## src/rtl/iter_shifter.sv

```systemverilog
// Multi-cycle SLL/SRL/SRA/ROL unit for the execute stage.
// Moves up to STEP bit positions per clock under a start/busy/done handshake.
`timescale 1ns/1ps
module iter_shifter #(
  parameter int N    = 32,
  parameter int STEP = 4
) (
  input  logic                 clk,
  input  logic                 rst_n,
  input  logic                 start,
  input  logic [1:0]           op,
  input  logic [N-1:0]         in,
  input  logic [$clog2(N)-1:0] shamt,
  output logic                 busy,
  output logic                 done,
  output logic [N-1:0]         out
);

  localparam int W = $clog2(N);
  // one extra bit so STEP == N still fits
  localparam logic [W:0] STEP_L = (W+1)'(STEP);

  typedef enum logic {
    IDLE,
    SHIFT
  } state_t;

  state_t       r_state;
  state_t       w_next;
  logic [N-1:0] r_data;
  logic [N-1:0] r_out;
  logic [W-1:0] r_rem;
  logic [1:0]   r_opr;
  logic         r_done;
  logic [N-1:0] w_shifted;
  logic [W:0]   w_rem;
  logic [W:0]   w_k;
  logic         w_last;

  assign w_rem  = {1'b0, r_rem};
  assign w_last = (w_rem <= STEP_L);
  assign w_k    = w_last ? w_rem : STEP_L;

  // small mux over counts 0..STEP instead of a full barrel
  always_comb begin
    w_shifted = r_data;
    for (int c = 0; c <= STEP; c++) begin
      if (w_k == (W+1)'(c)) begin
        unique case (r_opr)
          2'b00:   w_shifted = r_data << c;
          2'b01:   w_shifted = r_data >> c;
          2'b10:   w_shifted = N'($signed(r_data) >>> c);
          default: w_shifted = (r_data << c)
                             | (r_data >> (N - c));
        endcase
      end
    end
  end

  always_ff @(posedge clk or negedge rst_n) begin
    if (!rst_n) r_state <= IDLE;
    else        r_state <= w_next;
  end

  always_comb begin
    w_next = r_state;
    unique case (r_state)
      IDLE:    if (start) w_next = SHIFT;
      SHIFT:   if (w_last) w_next = IDLE;
      default: w_next = IDLE;
    endcase
  end

  always_ff @(posedge clk or negedge rst_n) begin
    if (!rst_n) begin
      r_data <= '0;
      r_rem  <= '0;
      r_opr  <= '0;
      r_out  <= '0;
      r_done <= 1'b0;
    end else begin
      r_done <= 1'b0;
      if (r_state == IDLE) begin
        if (start) begin
          r_data <= in;
          r_rem  <= shamt;
          r_opr  <= op;
        end
      end else begin
        r_data <= w_shifted;
        r_rem  <= r_rem - w_k[W-1:0];
        if (w_last) begin
          r_out  <= w_shifted;
          r_done <= 1'b1;
        end
      end
    end
  end

  assign busy = (r_state == SHIFT);
  assign done = r_done;
  assign out  = r_out;

endmodule

```

## config.mk

```make
export PLATFORM = sky130hd
export DESIGN_NAME = iter_shifter
export DESIGN_NICKNAME = d
export VERILOG_FILES = /design/src/rtl/iter_shifter.sv
export SDC_FILE = /design/constraint.sdc
export NUM_CORES = 1
export LEC_CHECK = 0
export CORE_MARGIN = 2
export CORE_UTILIZATION = 45
export CTS_CLUSTER_DIAMETER = 50
export DETAILED_ROUTE_END_ITERATION = 12
export GPL_TIMING_DRIVEN = 0
export PLACE_DENSITY = 0.74
export SLEW_MARGIN = 20
export SYNTH_ARGS = -nofsm -noshare
export SYNTH_HDL_FRONTEND = slang
export SYNTH_SLANG_ARGS = --single-unit
```

## constraint.sdc

```tcl
create_clock -name clk -period 2.8 [get_ports clk]
set_input_delay 0.56 -clock clk [delete_from_list [all_inputs] [get_ports clk]]
set_output_delay 0.56 -clock clk [all_outputs]
set_load 0.02 [all_outputs]
```

# After elaboration in Yosys (flattened, before gate mapping)
# Cells that the tools add are included.
dict set report totals {
  regBits 73
  input_bits 42
  output_inout_bits 34
  word_cells 41
}
dict set report op_classes {
  addsub 1
  order_cmp 1
  n_eq_ne 6
  mux 18
  n_bitwise 5
  reduce_logical 4
}
# cell count
set op_table {}
lappend op_table {{$pmux W32 S3} 4}
lappend op_table {{$mux W32} 6}
lappend op_table {{$or A32 B1 Y32} 1}
lappend op_table {{$or A32 B2 Y32} 1}
lappend op_table {{$or A32 B3 Y32} 1}
lappend op_table {{$or A32 B4 Y32} 1}
lappend op_table {{$mux W5} 3}
lappend op_table {{$eq A5 B2 Y1 const B} 2}
lappend op_table {{$eq A5 B1 Y1 const B} 1}
lappend op_table {{$eq A5 B3 Y1 const B} 1}
lappend op_table {{$le A5 B3 Y1 const B} 1}
lappend op_table {{$sub A5 B5 Y5} 1}
lappend op_table {{$mux W1} 4}
lappend op_table {{$reduce_and A2 Y1} 2}
lappend op_table {{$eq A2 B1 Y1 const B} 1}
lappend op_table {{$eq A2 B2 Y1 const B} 1}
lappend op_table {{$logic_not A2 Y1} 1}
lappend op_table {{$pmux W1 S2} 1}
lappend op_table {{$reduce_bool A2 Y1} 1}
lappend op_table {{$not A1 Y1} 1}

# Longest topological paths before layout
dict set report logic_depth {
  word_depth 8
  depth_mapped 11
}

# Worst setup path after synthesis
# Ideal clock, no wire load.
dict set report synth_path {
  path_type {flip-flop to flip-flop}
  from {reg r_rem[4]}
  to {reg r_rem[2]}
  setup_time_ns 0.135
  arrival_ns 2.125
  required_time_ns 2.665
  slack_ns 0.540
  stages_incl_launch_ff 11
  n_path_buf 4
  period_less_slack_ns 2.260
  cell_sequence {dfrtp_1 buf_2 or3_4 buf_6 buf_2 clkbuf_1 nand2_1 ha_1 or4_1 nand4_1 o21ai_0}
}
dict set report synth_via {
  elab_chain_len 4
}
# item line
set synth_lines {}
lappend synth_lines {{start: declaration} 32} ;# logic [W-1:0] r_rem;
lappend synth_lines {{start signal: assignment} 86} ;# r_rem <= shamt;
lappend synth_lines {{start signal: assignment} 91} ;# r_rem <= r_rem - w_k[W-1:0];
lappend synth_lines {{$le A5 B3 Y1} 41} ;# assign w_last = (w_rem <= STEP_L);
lappend synth_lines {{$mux W5} 42} ;# assign w_k = w_last ? w_rem : STEP_L;
lappend synth_lines {{$sub A5 B5 Y5} 91}
lappend synth_lines {{$mux W5} 83} ;# if (r_state == IDLE) begin
# No other way between the ends.
# A chain may end at the register's enable or synchronous reset.

# Worst setup path after layout
dict set report layout_path {
  from {reg r_rem[0]}
  to {reg r_data[8]}
}
dict set report layout_via {
  elab_chain_len 8
  elab_cells_between_ends 11
  cone_classes {order compare (1); eq/ne (4); mux (6)}
}
# item line
set layout_lines {}
lappend layout_lines {{$le A5 B3 Y1} 41}
lappend layout_lines {{$mux W5 *} 42}
lappend layout_lines {{$eq A5 B1 Y1} 48} ;# if (w_k == (W+1)'(c)) begin
lappend layout_lines {{$mux W32 (3 in series)} 48}
lappend layout_lines {{$mux W32 *} 48}
lappend layout_lines {{$mux W32 *} 83}
lappend layout_lines {{end signal: assignment} 85} ;# r_data <= in;
lappend layout_lines {{end signal: assignment} 90} ;# r_data <= w_shifted;
lappend layout_lines {{end: declaration} 30} ;# logic [N-1:0] r_data;
# Mark *: on every way between the ends. The rest lies on a longest branch, timed or not.

==> results.json <==
{
  "status": "finished clean",
  "critPathKind": "reg -> reg",
  "cts_buffers": 9,
  "ys_seq_area_share_pct": 34.56,
  "cpLargestDelayFamily": "buffers and inverters",
  "finalHoldViolCount": 0,
  "layout.nets": 781,
  "drive_gt1_share_pct": 9.556,
  "power.total_mw": 10.66,
  "r2r_end": "r_data[8]",
  "slew_viol_final": 0,
  "wl_um": 22520,
  "grt_pass1_wl_um": 34440,
  "start_util_pct": 46.30,
  "vias": 6000,
  "antenna_found_initial": 0,
  "synth_xor_area_share_pct": 0.3077,
  "ys_async_sr_fraction_pct": 100.0,
  "rows": 39,
  "reg2reg_depth": 6,
  "core_area_um2": 11420,
  "drt_iter0_markers": 705,
  "globalplace.congestion": 1.029,
  "grt_pass1_vias": 5894,
  "fin_ws_ps": 178.3,
  "overflow": 0,
  "slew_headroom_pct": 30.39,
  "syn_to_final_growth_pct": 23.83,
  "placed_area_um2": 6233,
  "path_clk_slew_ps": 60,
  "die_area_um2": 12630,
  "dp.cells": 871,
  "cts_setup_buffers": 0,
  "reg2reg_from": "r_rem[0]",
  "io_buffers": 75,
  "clk_latency_ps": 360,
  "synthCells": 652,
  "synth_compound_area_share_pct": 31.81,
  "cts_resized": 0,
  "cpPeakStageDelay_ps": 660,
  "grt_use_met1_pct": 47.11,
  "fin_area_um2": 6546,
  "die_h_um": 112.4,
  "hpwl_um": 16360,
  "synthSimpleGateAreaFrac_pct": 16.83,
  "hold_buffers": 0,
  "synth_area_um2": 5286,
  "cts.sinks": 73,
  "cts-htree-levels": 3,
  "worstPathRequired_ps": 3000,
  "maxCapViolCount": 0,
  "place_ws_ps": -104.3,
  "viasPerCell": 6.772,
  "irDropWorstVdd_mv": 0.9780,
  "yosysWarnings": 0,
  "finalCritPeriodShare_pct": 93.63,
  "synth_top_family_by_area": "compound AO/OA/AOI/OAI gates",
  "fin_util_pct": 57.33,
  "use_met2_pct": 54.30,
  "mostFrequentLayoutCells": "nand2_1 (94), clkdlybuf4s50_1 (74), dfrtp_1 (73)",
  "report.final.setup_viol": 0,
  "crit_path_end_kind": "flip-flop",
  "root_buffer": "clkbuf_16",
  "synth-edff-count": 0,
  "synth-seq-cells": 73,
  "slowest_stage": "clkbuf_1",
  "critPathArrivalTime_ps": 2830,
  "fin_crit_ps": 2622,
  "dieWidth_um": 112.4,
  "avgRoutedWirePerCell_um": 25.41,
  "drc_errors": 0,
  "cp_max_fo": 10,
  "yosys-mux-area-fraction_pct": 10.15,
  "r2r_slack_ps": 180,
  "path_cells": "buf_2, or2b_1, clkbuf_1, o22ai_1, o31ai_1, mux2i_1",
  "dominantRegCellSynth": "dfrtp_1",
  "p_per_area_nw_per_um2": 1629,
  "antenna_left": 0,
  "fmax_mhz": 381.4,
  "worst_slew_pin_slew_ps": 1040,
  "path_buf_inv": 2,
  "avgSynthCellArea_um2": 8.108,
  "finalNonFillerCells": 886,
  "rsz0062_at_grt": "false",
  "cts_tree": "built",
  "hp-class": "in -> async",
  "yosys.area_share.adder_pct": 0.2367,
  "track_usage_pct": 35.89,
  "antenna_cells": 0,
  "grt_max_degree": 39,
  "p_leak_nw": 2.667,
  "use_met3_pct": 9.341,
  "final_common_cell": "nand2_1",
  "busiest_layer": "met2",
  "drtPass1Iterations": 7,
  "synth_cell_types": 52,
  "clock_skew_ps": 6.001,
  "start_kind": "flip-flop",
  "ios": 76,
  "clk_path_buf_depth": 2,
  "syn-num-nets": 695
}
[state kept, by name, indices dropped and copies added (netlist names)]
name,cells
out,32
r_data,32
r_rem,5
r_opr,2
busy,1
done,1
[cells by family after synthesis]
kind of cell / count (synthesis)
compound gates: 266
xor+xnor: 1
fa+ha+maj: 1
buf+inv: 70
flops: 73
mux: 52
other cells: 1
simple gates: 188
[worst max path at each step]
| stage | startpoint | to | depth (start not counted) |
|---|---|---|---|
| 2_1_floorplan | r_rem[4] | r_rem[2] | 10 |
| 3_3_place_gp | rst_n | out[20] | 1 |
| 3_5_place_dp | start | r_data[11] | 5 |
| 4_1_cts | start | r_data[11] | 5 |
| 5_1_grt | busy | out[11] | 6 |
| 6_report | r_rem[0] | r_data[8] | 6 |
[power by group]
part,total [mW],switching (mW),internal [mW]
Clock,1.23,0.467,0.760
Combinational,7.25,4.74,2.51
Sequential,2.18,0.571,1.61
Total,10.7,5.78,4.88
[area by class of cell]
cell class                      count  area (um^2)
Fill cell                        1045         4872
Multi-Input combinational cell    509         3141
Sequential cell                    73         1827
Timing Repair Buffer               76        768.2
Buffer                             64        296.5
Clock buffer                       12        266.5
Tap cell                          143        178.9
Clock inverter                      4        50.05
Inverter                            5        18.77
[metal layers]
metal | share of wire, % | wire [um]
met1 | 41 | 9263
met2 | 43 | 9694
met3 | 11 | 2375
met4 | 5.3 | 1183
met5 | 0 | 0
[per-stage QoR]
step                      setup TNS, ps  hold slack (ps)
after floorplan                       0            264.4
after global placement           -87540            464.6
after detailed placement         -606.3            474.5
after CTS                             0            166.3
after global routing                  0            199.3
final                                 0            158.3
[Yosys cell counts, types with 2 or more instances]
cell type | count | area share (%)
o22ai_1 | 5 | 0.59
nand4_1 | 3 | 0.36
o41ai_2 | 9 | 2.8
a32oi_1 | 5 | 0.83
mux2_2 | 13 | 2.8
nor2b_1 | 24 | 2.8
nor2_1 | 20 | 1.4
a22oi_1 | 6 | 0.85
buf_6 | 2 | 0.43
dfrtp_1 | 73 | 35
mux2i_1 | 39 | 7.4
nand3_1 | 33 | 3.1
o221ai_1 | 2 | 0.33
and2_1 | 3 | 0.36
buf_1 | 2 | 0.14
a311oi_1 | 5 | 0.83
buf_2 | 20 | 1.9
nand2_1 | 94 | 6.7
a31o_1 | 2 | 0.33
a31oi_1 | 16 | 1.9
a2bb2oi_1 | 2 | 0.33
a211oi_1 | 28 | 4.0
clkbuf_1 | 38 | 2.7
a221o_1 | 2 | 0.38
a221oi_1 | 5 | 0.83
o41ai_1 | 4 | 0.66
o31ai_1 | 7 | 0.99
a21oi_1 | 70 | 6.6
o21ai_0 | 51 | 4.8
o211ai_1 | 2 | 0.28
inv_1 | 5 | 0.36
o21ai_1 | 42 | 4.0
No activity file was read; power rests on OpenSTA's default activity.
